**config.mk**
```make
export PLATFORM = sky130hd
export DESIGN_NAME = instruction_fetch_unit
export DESIGN_NICKNAME = d
export VERILOG_FILES = /design/src/rtl/instruction_fetch_unit_pkg.sv /design/src/rtl/fetch_queue.sv /design/src/rtl/instruction_fetch_unit.sv
export SDC_FILE = /design/constraint.sdc
export NUM_CORES = 1
export LEC_CHECK = 0
export CAP_MARGIN = 20
export CORE_ASPECT_RATIO = 0.9
export CORE_MARGIN = 4
export CORE_UTILIZATION = 40
export DETAILED_ROUTE_END_ITERATION = 16
export PLACE_DENSITY = 0.68
export SKIP_CTS_REPAIR_TIMING = 1
export SLEW_MARGIN = 10
export SYNTH_ARGS = -nofsm -noshare
export SYNTH_HDL_FRONTEND = slang
export SYNTH_SLANG_ARGS = --single-unit
```
**constraint.sdc**
```tcl
create_clock -name clk -period 9.4 [get_ports clk]
set_input_delay 2.35 -clock clk [delete_from_list [all_inputs] [get_ports clk]]
set_output_delay 2.35 -clock clk [all_outputs]
set_load 0.005 [all_outputs]
```
**src/rtl/instruction_fetch_unit_pkg.sv**
```systemverilog
// Shared types and helpers for the instruction fetch unit and its prefetch queue.
package arm_fetch_pkg;

  localparam int PC_WIDTH    = 64;
  localparam int INSTR_WIDTH = 32;
  localparam int INSTR_BYTES = 4;

  typedef enum logic [0:0] {
    FETCH = 1'b0,
    FAULT = 1'b1
  } fetch_state_t;

  typedef struct packed {
    logic [INSTR_WIDTH-1:0] instr;
    logic [PC_WIDTH-1:0]    pc;
  } fetch_entry_t;

  // Evaluated one bit wider than the PC so that pc+3 near 2^64 cannot wrap into a legal range.
  function automatic logic pc_in_range(input logic [PC_WIDTH-1:0] pc,
                                       input logic [PC_WIDTH:0]   mem_limit);
    logic [PC_WIDTH:0] last_byte;
    last_byte = {1'b0, pc} + (PC_WIDTH + 1)'(INSTR_BYTES - 1);
    return last_byte < mem_limit;
  endfunction

  function automatic logic target_legal(input logic [PC_WIDTH-1:0] target,
                                        input logic [PC_WIDTH:0]   mem_limit);
    return (target[1:0] == 2'b00) && pc_in_range(target, mem_limit);
  endfunction

endpackage

```
**src/rtl/fetch_queue.sv**
```systemverilog
// Small synchronous FIFO of {instr, pc} prefetch entries with push, pop and flush.
module fetch_queue
  import arm_fetch_pkg::*;
#(
  parameter int DEPTH = 2
) (
  input  logic                     clk,
  input  logic                     rst_n,
  input  logic                     push,
  input  logic                     pop,
  input  logic                     flush,
  input  fetch_entry_t             wr_entry,
  output fetch_entry_t             rd_entry,
  output logic                     empty,
  output logic [$clog2(DEPTH):0]   count
);

  localparam int PW = $clog2(DEPTH);
  localparam logic [PW:0] DEPTH_CNT = (PW + 1)'(DEPTH);
  localparam logic [PW:0] ONE_CNT   = (PW + 1)'(1);
  localparam logic [PW-1:0] ONE_PTR = PW'(1);

  fetch_entry_t    entries [DEPTH];
  logic [PW-1:0]   wr_ptr;
  logic [PW-1:0]   rd_ptr;
  logic            full;
  logic            do_push;
  logic            do_pop;

  assign empty   = (count == '0);
  assign full    = (count == DEPTH_CNT);
  // A push into a full queue is legal only when the head leaves on the same edge.
  assign do_push = push && (!full || pop);
  assign do_pop  = pop && !empty;

  always_ff @(posedge clk) begin
    if (!rst_n || flush) begin
      wr_ptr <= '0;
      rd_ptr <= '0;
      count  <= '0;
    end else begin
      if (do_push) wr_ptr <= wr_ptr + ONE_PTR;
      if (do_pop)  rd_ptr <= rd_ptr + ONE_PTR;
      case ({do_push, do_pop})
        2'b10:   count <= count + ONE_CNT;
        2'b01:   count <= count - ONE_CNT;
        default: count <= count;
      endcase
    end
  end

  always_ff @(posedge clk) begin
    if (do_push) entries[wr_ptr] <= wr_entry;
  end

  assign rd_entry = empty ? '0 : entries[rd_ptr];

endmodule

```
**src/rtl/instruction_fetch_unit.sv**
```systemverilog
// Owns the PC, fetches from combinational instruction memory into the prefetch queue and
// handles branch redirects, back-pressure and fetch faults.
module instruction_fetch_unit
  import arm_fetch_pkg::*;
#(
  parameter logic [63:0] RESET_PC    = 64'h0,
  parameter int          MEM_SIZE    = 256,
  parameter int          QUEUE_DEPTH = 2
) (
  input  logic        clk,
  input  logic        rst_n,
  output logic [63:0] imem_address,
  input  logic [31:0] imem_data,
  input  logic        redirect,
  input  logic [63:0] redirect_target,
  output logic        instr_valid,
  input  logic        instr_ready,
  output logic [31:0] instr,
  output logic [63:0] instr_pc,
  output logic        fetch_fault,
  output logic [63:0] fault_pc
);

  localparam int CW = $clog2(QUEUE_DEPTH) + 1;
  localparam logic [CW-1:0]     DEPTH_CNT = CW'(QUEUE_DEPTH);
  localparam logic [PC_WIDTH:0] MEM_LIMIT = (PC_WIDTH + 1)'(MEM_SIZE);

  logic [PC_WIDTH-1:0] pc;
  fetch_state_t        state;
  logic                push;
  logic                pop;
  logic                flush;
  logic                queue_empty;
  logic [CW-1:0]       queue_count;
  fetch_entry_t        head;
  fetch_entry_t        fetched;
  logic                pc_ok;
  logic                target_ok;

  assign pc_ok     = pc_in_range(pc, MEM_LIMIT);
  assign target_ok = target_legal(redirect_target, MEM_LIMIT);
  assign pop       = instr_valid && instr_ready;
  assign fetched   = '{instr: imem_data, pc: pc};

  always_comb begin
    push  = 1'b0;
    flush = 1'b0;
    if (redirect) begin
      flush = 1'b1;
    end else if (state == FETCH && pc_ok && (queue_count < DEPTH_CNT || pop)) begin
      push = 1'b1;
    end
  end

  always_ff @(posedge clk) begin
    if (!rst_n) begin
      pc       <= RESET_PC;
      state    <= FETCH;
      fault_pc <= '0;
    end else if (redirect) begin
      if (target_ok) begin
        pc    <= redirect_target;
        state <= FETCH;
      end else begin
        state    <= FAULT;
        fault_pc <= redirect_target;
      end
    end else if (state == FETCH) begin
      if (!pc_ok) begin
        state    <= FAULT;
        fault_pc <= pc;
      end else if (push) begin
        pc <= pc + PC_WIDTH'(INSTR_BYTES);
      end
    end
  end

  fetch_queue #(
    .DEPTH (QUEUE_DEPTH)
  ) u_queue (
    .clk      (clk),
    .rst_n    (rst_n),
    .push     (push),
    .pop      (pop),
    .flush    (flush),
    .wr_entry (fetched),
    .rd_entry (head),
    .empty    (queue_empty),
    .count    (queue_count)
  );

  assign imem_address = pc;
  assign instr_valid  = !queue_empty;
  assign instr        = head.instr;
  assign instr_pc     = head.pc;
  assign fetch_fault  = (state == FAULT);

endmodule
```
# --- Word-level counts from Yosys, hierarchy flattened ---
# Memory sizes are Yosys's and may differ from the RTL's. A register that Yosys moved wholly into a read port is not among the register bits.
# Index checks and enable logic that the tools add are counted.
word_totals:
  ff_bits: 133
  mem_bits_rw: 192
  in_bits: 100
  out_inout_bits: 226
  elab_cells: 66
  mem_count: 1
mem_list:
  columns: ["memory", "depth", "width", "read_ports", "rd_clocked_by_memory_dff", "wr", "line_no", "source"]
  rows:
  - ["u_queue.entries", 2, 96, 1, 1, 1, "fetch_queue.sv:23", "fetch_entry_t entries [DEPTH];"]
classes:
  add_sub_neg: 7
  order_cmp: 3
  eq_ne: 7
  mux: 22
  bitwise_logic: 1
  n_reduce_logical: 19
op_table:
  columns: ["operator", "n"]
  rows:
  - ["$mux 64", 9]
  - ["$add 64x2->65 const B", 2]
  - ["$lt 65x9->1 const B", 2]
  - ["$mux 96", 1]
  - ["$add 64x3->64 const B", 1]
  - ["$mux 1", 11]
  - ["$logic_and 1x1->1", 6]
  - ["$ne 2x2->1 const B", 3]
  - ["$reduce_bool 2->1", 3]
  - ["$eq 2x2->1 const B", 2]
  - ["$logic_not 2->1", 2]
  - ["$pmux 2 s2", 1]
  - ["$reduce_and 4->1", 1]
  - ["$logic_not 1->1", 3]
  - ["$logic_or 1x1->1", 3]
  - ["$reduce_and 3->1", 1]
  - ["$add 1x1->1 const B", 2]
  - ["$add 2x1->2 const B", 1]
  - ["$eq 2x1->1 const B", 1]
  - ["$lt 2x2->1 const B", 1]
  - ["$ne 2x1->1 const B", 1]
  - ["$sub 2x1->2 const B", 1]
  - ["$not 1->1", 1]

# --- Logic depth before layout (Yosys ltp) ---
# Gate-level depths: netlist of the first run.
depth:
  depth_word: 11
  mapped_depth: 15
  mapped_depth_nobuf: 13

# --- By module ---
# A second synthesis of the first run with hierarchy kept.
unflattened:
  hier_cells: 1503
  area_unflattened_um2: 15921.5
modules_own_cells:
  columns: ["mod", "n_inst", "cells_each", "area_each_um2"]
  rows:
  - ["instruction_fetch_unit", 1, 1070, 8490.6]
  - ["fetch_queue", 1, 433, 7430.9]

# --- Least setup slack after synthesis of the first run ---
# Ideal clock, no wire load.
synth_timing:
  path_kind: "input to register"
  from: "input port redirect"
  to: "memory u_queue.entries[0][0] (netlist name), enable pin"
  setup_ps: 552
  arrival_time_ps: 7701
  path_slack_ps: 1147
  cell_stages: 9
  path_buffers: 2
  cell_sequence: "clkbuf_1 nor2_1 nand3_1 nor4_1 nand4_1 nor3_1 nand4_1 clkbuf_1 nor2_1"
synth_via:
  elab_chain_cells: 4
synth_rtl:
  columns: ["item", "line_no", "source"]
  rows:
  - ["start, declared", "instruction_fetch_unit.sv:14", "input logic redirect,"]
  - ["$mux 1", "instruction_fetch_unit.sv:48", "if (redirect) begin"]
  - ["$logic_and 1x1->1", "fetch_queue.sv:33", "assign do_push = push && (!full || pop);"]
  - ["$mux 1", "fetch_queue.sv:53", "if (do_push) entries[wr_ptr] <= wr_entry;"]
  - ["$mux 1 (implied by the code)", "fetch_queue.sv:53", null]
  - ["end, declared", "fetch_queue.sv:23", null]
# Every way passes these cells.

# --- Final worst setup path of the first run ---
layout_timing:
  from: "input port redirect_target[15]"
  to: "register fault_pc[46]"
layout_via:
  elab_chain_cells: 5
layout_rtl:
  columns: ["item", "line_no", "source"]
  rows:
  - ["start, declared", "instruction_fetch_unit.sv:15", "input logic [63:0] redirect_target,"]
  - ["$add 64x2->65", "instruction_fetch_unit_pkg.sv:22", "last_byte = {1'b0, pc} + (PC_WIDTH + 1)'(INSTR_BYTES - 1);"]
  - ["$lt 65x9->1", "instruction_fetch_unit_pkg.sv:23", "return last_byte < mem_limit;"]
  - ["$logic_and 1x1->1", "instruction_fetch_unit_pkg.sv:28", "return (target[1:0] == 2'b00) && pc_in_range(target, mem_limit);"]
  - ["$ne 2x2->1 (no source line)", null, null]
  - ["$reduce_and 3->1 (no source line)", null, null]
  - ["end signal, assigned", "instruction_fetch_unit.sv:66", "fault_pc <= redirect_target;"]
  - ["end signal, assigned", "instruction_fetch_unit.sv:71", "fault_pc <= pc;"]
  - ["end, declared", "instruction_fetch_unit.sv:21", "output logic [63:0] fault_pc"]
# Every way passes these cells.
# A chain may end at the register's enable or synchronous reset.

==> results of run 1 <==
## path summary, 6_finish.rpt
path / startpoint / to
worst max-delay path: redirect_target[15] / fault_pc[46]
worst min-delay path: fault_pc[11] / fault_pc[11]
worst min register to register: fault_pc[11] / fault_pc[11]
worst max register to register: imem_address[27] / u_queue.entries[1][59]
## worst reg2reg max path: cells and delay by family (launching register included)
kind / cells / cell delay, ns
flops: 1 / 0.69
simple gates: 8 / 3.47
buf+inv: 2 / 0.86
compound gates: 1 / 0.21
## cell type report
cell class	instances	area (um2)	share of cell area [%]
clock buffers	53	1090	5.30
clock inverters	14	175	0.854
inverters	17	63.8	0.311
multi-input cells	1019	6740	32.8
flip-flops and latches	326	8450	41.2
well taps	525	657	3.20
repair buffers	338	3350	16.3
## power breakdown
group | leakage [nW] | switching, mW | internal [mW] | total, mW
logic | 3.43 | 0.176 | 0.175 | 0.350
registers | 2.98 | 0.0281 | 1.57 | 1.59
clock network | 0.614 | 0.570 | 0.896 | 1.47
## registers in the layout (all words and copies together), names as in the netlist, named ones only
signal	flops
u_queue.count	2
imem_address	64
u_queue.entries	192
u_queue.wr_ptr	1
u_queue.rd_ptr	1
fetch_fault	1
fault_pc	64
## kinds of logic (layout without fill, tap and decap cells)
kind of cell | after synthesis | in the layout
compound gates | 105 | 105
buf+inv | 100 | 422
simple gates | 647 | 647
fa+ha+maj | 2 | 2
xor+xnor | 46 | 46
mux | 219 | 219
flops | 326 | 326
## cells in the mapped netlist (7+ instances only)
master    number
nand4_1       42
xor2_1        19
nand3_1       57
nor4_1        35
nand2_1      185
buf_6         13
buf_1         10
mux2i_1      163
clkbuf_1      57
nand2b_1       9
xnor2_1       27
or3_1         10
or4_1          7
mux2_2        56
o21ai_0       20
a21oi_1       16
and4_1        16
inv_1         17
nor3_1        38
edfxtp_1     192
and2_1        62
dfxtp_1      134
and3_1        25
nor2_1       132
## routing by layer
layer	share of wire, %	vias up
met5	0.073	-
met2	45	571
met4	1.8	6
met3	8.8	73
met1	44	6145
li1	-	5894
## metrics by stage
| stage | utilization (%) | std cells | total power [mW] | hold slack (ns) | worst slack (ns) |
|---|---|---|---|---|---|
| finish | 53.4 | 2292 | 3.41 | 0.462 | 2.73 |
| global route | 53.4 | 2292 | 3.53 | 0.489 | 2.44 |
| CTS | 53.4 | 2292 | 3.45 | 0.459 | 2.75 |
| detailed placement | 50.1 | 2225 | 1.98 | 0.452 | 2.21 |
| global placement | 50.1 | 2225 | 1.97 | 0.444 | 2.23 |
| floorplan | - | 1445 | 1.80 | 0.454 | 1.15 |
==> summary.md, run 1 <==
| Metric | Value |
|---|---|
| Outcome | finished clean |
| GR Layer Usage met2 | a little over a third |
| EDFF count, synth | 192 |
| Gpl congestion | roughly 0.95 |
| Layout cells sized above 1 | 8.60% |
| Setup-failing EPs final | 0 |
| Slew Limit Fails | 0 |
| Clk_lat worst skew | roughly 0.53 ns |
| # fillers | 3423 |
| Final hold vios | 0 |
| Most common cell after layout, fill and taps aside | clkdlybuf4s50_1 |
| Post-Syn Nets | 1547 |
| PD cells | 166 nW/um2 |
| Root Buffer | clkbuf_16 |
| Worst setup SP type | primary input |
| Register bit total from synthesis | 326 |
| Multiplexer area fraction after synthesis | between 10 and 15% |
| Largest stage delay, worst path | 0.68 ns |
| Req. time, crit path | 9.85 ns |
| GR met3 Demand/Resource | 6.25% |
| Worst setup EP type | flop |
| Row cnt | 68 |
| Clk_skew | 0.0133 ns |
| Gr usage total | 23.0% |
| Synth Area in Adders | 0.160% |
| CP Cell Sequence | clkdlybuf4s50_1 -> and4_1 -> nand4_1 -> or4b_4 -> or3_1 -> o31ai_1 -> o2111ai_1 -> or3_1 -> or4_4 -> nand3_4 -> buf_4 -> mux2i_1 |
| GRT overflow | 0 |
| Mapped Area | 15600 um2 |
| Vias in the first global route | between 10000 and 15000 |
| H-tree levels | 2 |
| Tcrit/Tclk final | 71.0% |
| CP dominant cell by count | or3_1 |
| Final TNS setup | 0 ns |
| CTS max path bufs | 3 |
| ANT cells | 0 |
| Core ar. | between 30000 and 40000 um2 |
| Hold WC Path Type | reg -> reg |
| ANT nets after route | 0 |
| Drt wl/cell | 22.0 um |
| TritonCTS Buffers | 37 |
| Biggest area consumer among synthesized cells | edfxtp_1 |
| Busiest grt layer | met2 |
| Post-Synth XOR/XNOR Area | 2.58% |
| Die Span Y | 196 um |
| Syn Inst Count | 1445 |
| CTS Sinks | 326 |
| DR vias | 12700 |
| I/O Buffers | 325 |
| Clock Pin Slew Worst Setup and Hold Paths | around 0.06 ns |
| Area after DPL | 19300 um2 |
| Initial core utilization | between 40% and 50% |
| Die Area | between 40000 and 50000 um2 |
| Largest family of logic cells by synthesized area | simple AND/OR/NAND/NOR gates |
| Average vias per placed instance | 5.54 |
| R2R setup slack | between 3 and 4 ns |
| Final #Nets | approximately 1800 |
| Slowest-stage cell, CP | or4_4 |
| Setup CP Type | in -> reg |
| Avg Cell Area, Syn | 10.8 um2 |
| Post-route cell area | 20500 um2 |
| # IOs | 326 |
| FFs w/ async S/R, synth | 0% |
| Critical path's top delay family | simple AND/OR/NAND/NOR gates |
| F_max | 150 MHz |
| Max_slew headroom | 27.4% |
| Dominant cells by area after synthesis | edfxtp_1 37%, dfxtp_1 17%, mux2i_1 10% |
| Buf/Inv on CP | 2 |
| Crit path depth | 12 |
| Initial DRC count | 1023 |
| Detailed Route WL | 50500 um |
| Peak VDD IR | slightly below 0.1 mV |
| Sequential share of the synthesized area | between 50% and 60% |
| Max FO, Critical Path | 31 |
| Chip width | 216 um |
| LEAKAGE | 7.02 nW |
| Yosys cell types | 70 |
| Max-cap violations | 0 |
| Most frequent cells in the layout | 323 x clkdlybuf4s50_1, 192 x edfxtp_1, 185 x nand2_1 |
| Area Overhead vs Synth | 31.3% |
| Initial antenna violation count | 4 |
| RSZ-0062 raised after global routing | no |
| Residual DRC | 0 |
| TritonCTS clock tree | done |
| First-pass GRT wire length | 76400 um |
| Drt pass-1 iters | 6 |
| Yosys top cell area share | 36.9% |
| Worst Max-Slew Pin Slew | ~1.1 ns |
| Min Tclk post-route | 6.67 ns |
| Yosys Warn Count | 0 |
| Dpl hpwl | 36600 um |
| Synth Area in Simple Gates | 20.9% |
| Largest net degree at the start of global routing | 105 |
| Met1 Resource Use GR | 31.8% |
| Synth Flop Type | edfxtp_1 |
| Post-synthesis compound-gate area fraction | around 4.7% |
| Worst EP arrival | 7.13 ns |
| Hold Path Stages | 2 |
| Reg2Reg Depth | 11 |
Note: power is estimated with default switching activity, not from simulation.
==> run 2: changes to the inputs <==
--- a/config.mk
+++ b/config.mk
@@ -10,7 +10,7 @@
 export CORE_MARGIN = 4
 export CORE_UTILIZATION = 40
 export DETAILED_ROUTE_END_ITERATION = 16
-export PLACE_DENSITY = 0.68
+export PLACE_DENSITY = 0.71
 export SKIP_CTS_REPAIR_TIMING = 1
 export SLEW_MARGIN = 10
 export SYNTH_ARGS = -nofsm -noshare
==> constraint.sdc (replaced) <==
create_clock -name clk -period 6.1 [get_ports clk]
set_input_delay 1.525 -clock clk [delete_from_list [all_inputs] [get_ports clk]]
set_output_delay 1.525 -clock clk [all_outputs]
set_load 0.005 [all_outputs]
==> run 2 against run 1 <==
Clock skew shrank 0.0013 ns. Critical path type unchanged. Non-clock buffer count up 24. Sequential share of layout area shrank 0.43 points. Largest cell class unchanged. Core utilization increased by 0.57 points. Final cell count rose by 1.0%. Global-route usage is essentially flat. Power grew 55%. First-iteration DRC count up 28%. Combinational power increased by 58%. Register-to-register slack got worse by 2.6 ns.
==> summary.md, run 2 (synthesized netlist as in run 1, its figures left out) <==
| Metric | Value |
|---|---|
| Outcome | finished clean |
| Slowest-stage cell, CP | or4_4 |
| F_max | 187 MHz |
| Slew Limit Fails | 0 (unchanged) |
| Root Buffer | clkbuf_16 |
| Hold WC Path Type | reg -> reg |
| Gpl congestion | 0.943 (-0.53%) |
| Max FO, Critical Path | 32 (+3.2%) |
| Vias in the first global route | 12600 (+1.2%) |
| Die Span Y | 196 um (unchanged) |
| PD cells | 255 nW/um2 (+53%) |
| Max reg flops | 192 (unchanged) |
| LEAKAGE | 7.17 nW (+2.0%) |
| Clk_lat worst skew | 0.52 ns (about the same) |
| # fillers | 3393 (-0.88%) |
| TritonCTS clock tree | done |
| I/O Buffers | 325 (unchanged) |
| DR vias | 12800 (+1.1%) |
| First-pass GRT wire length | 76900 um (+0.59%) |
| RSZ-0062 raised after global routing | no |
| Worst Max-Slew Pin Slew | 0.965 ns (-0.123 ns) |
| Final hold vios | 0 (unchanged) |
| Max_slew headroom | 35.1% (+7.6 points) |
| Most common cell after layout, fill and taps aside | clkdlybuf4s50_1 |
| Area Overhead vs Synth | 32.7% |
| CP dominant cell by count | or3_1 |
| Worst setup EP type | flop |
| Min Tclk post-route | 5.33 ns |
| R2R setup slack | 1.11 ns (-2.63 ns) |
| ANT nets after route | 0 (unchanged) |
| Largest stage delay, worst path | 0.67 ns (about the same) |
| Req. time, crit path | 6.54 ns (-3.31 ns) |
| Setup-failing EPs final | 0 (unchanged) |
| Initial core utilization | 40.6% (unchanged) |
| Sequential cell area | 8450 um2 (unchanged) |
| Final #Nets | 1864 (+1.2%) |
| Core ar. | 38500 um2 (unchanged) |
| Initial antenna violation count | 1 (-3) |
| Die Area | 42300 um2 (unchanged) |
| Peak VDD IR | 0.139 mV (+42%) |
| Largest net degree at the start of global routing | 95 (-9.5%) |
| Multi-input gate area | 6740 um2 (about the same) |
| CTS max path bufs | 3 (unchanged) |
| Worst EP arrival | 5.78 ns (-1.35 ns) |
| CP Cell Sequence | clkdlybuf4s50_1 -> and4_1 -> nand2_1 -> or4b_4 -> or3_1 -> o31ai_1 -> o2111ai_1 -> or3_1 -> or4_4 -> nand3_4 -> buf_12 -> mux2i_1 |
| Drt pass-1 iters | 6 (unchanged) |
| Drt wl/cell | 21.7 um (-1.4%) |
| Chip width | 216 um (unchanged) |
| H-tree levels | 2 (unchanged) |
| Max-cap violations | 0 (unchanged) |
| Clk_skew | 0.0120 ns (-0.00131 ns) |
| Overall power | 5.29 mW (+55%) |
| Dpl hpwl | 36400 um (-0.50%) |
| Initial DRC count | 1307 (+28%) |
| Largest Register | u_queue.entries |
| Layout cells sized above 1 | 9.55% (+0.95 points) |
| Row cnt | 68 (unchanged) |
| Setup CP Type | in -> reg |
| Worst setup SP type | primary input |
| Clock Pin Slew Worst Setup and Hold Paths | 0.06 ns (about the same) |
| Detailed Route WL | 50300 um (-0.41%) |
| # IOs | 326 (unchanged) |
| Average vias per placed instance | 5.54 (about the same) |
| Final hold slack | 0.456 ns (-0.00632 ns) |
| GRT overflow | 0 (unchanged) |
| TritonCTS Buffers | 36 (-2.7%) |
| Tcrit/Tclk final | approximately 90% |
| Residual DRC | 0 (unchanged) |
| Gr usage total | 23.0% (+0.044 points) |
| CTS Sinks | 326 (unchanged) |
| Most frequent cells in the layout | 323 x clkdlybuf4s50_1, 192 x edfxtp_1, 185 x nand2_1 |
run 2: power breakdown:
group          leakage [nW]  switching, mW  internal, mW
clock network         0.607          0.874          1.40
logic                  3.58          0.273         0.281
registers              2.98         0.0406          2.41
total                  7.17           1.19          4.10
run 2: area by class of cell:
cell class | count | area share [%]
Antenna cell | 1 | 0.0121
Tap cell | 525 | 3.17
Inverter | 17 | 0.308
Sequential cell | 326 | 40.8
Multi-Input combinational cell | 1019 | 32.5
Clock buffer | 50 | 4.80
Clock inverter | 16 | 1.18
Timing Repair Buffer | 362 | 17.3
run 2: worst paths after layout:
path	end	cells after the start	from
min reg2reg	fault_pc[12]	2	fault_pc[12]
min	fault_pc[12]	2	fault_pc[12]
max	fault_pc[61]	12	redirect_target[3]
max reg2reg	u_queue.entries[0][54]	12	imem_address[2]
run 2: through the flow:
stage / setup TNS, ns / setup slack, ns / instance area, um2 / util [%] / instances
5_1_grt: 0 / 0.666 / 20700 / 53.9 / 2315
2_1_floorplan: -306.39 / -1.60 / 15600 / - / 1445
4_1_cts: 0 / 0.833 / 20700 / 53.9 / 2315
3_5_place_dp: 0 / 0.299 / 19500 / 50.7 / 2249
3_3_place_gp: 0 / 0.397 / 19500 / 50.7 / 2249
6_report: 0 / 0.766 / 20700 / 53.9 / 2316
run 2: per-layer routing:
metal	GRT usage, %	wire [um]	share of wire, %
met1	31.9	22000	44
met4	5.95	1170	2.3
met2	36.0	22500	45
met3	6.13	4570	9.1
met5	0	0	0
run 2: critical path: cells and delay by family:
kind	cells	cell delay, ns
AOI/OAI and AO/OA	2	0.21
and+or+nand+nor	7	2.94
muxes	1	0.25
buffers and inverters	2	0.79
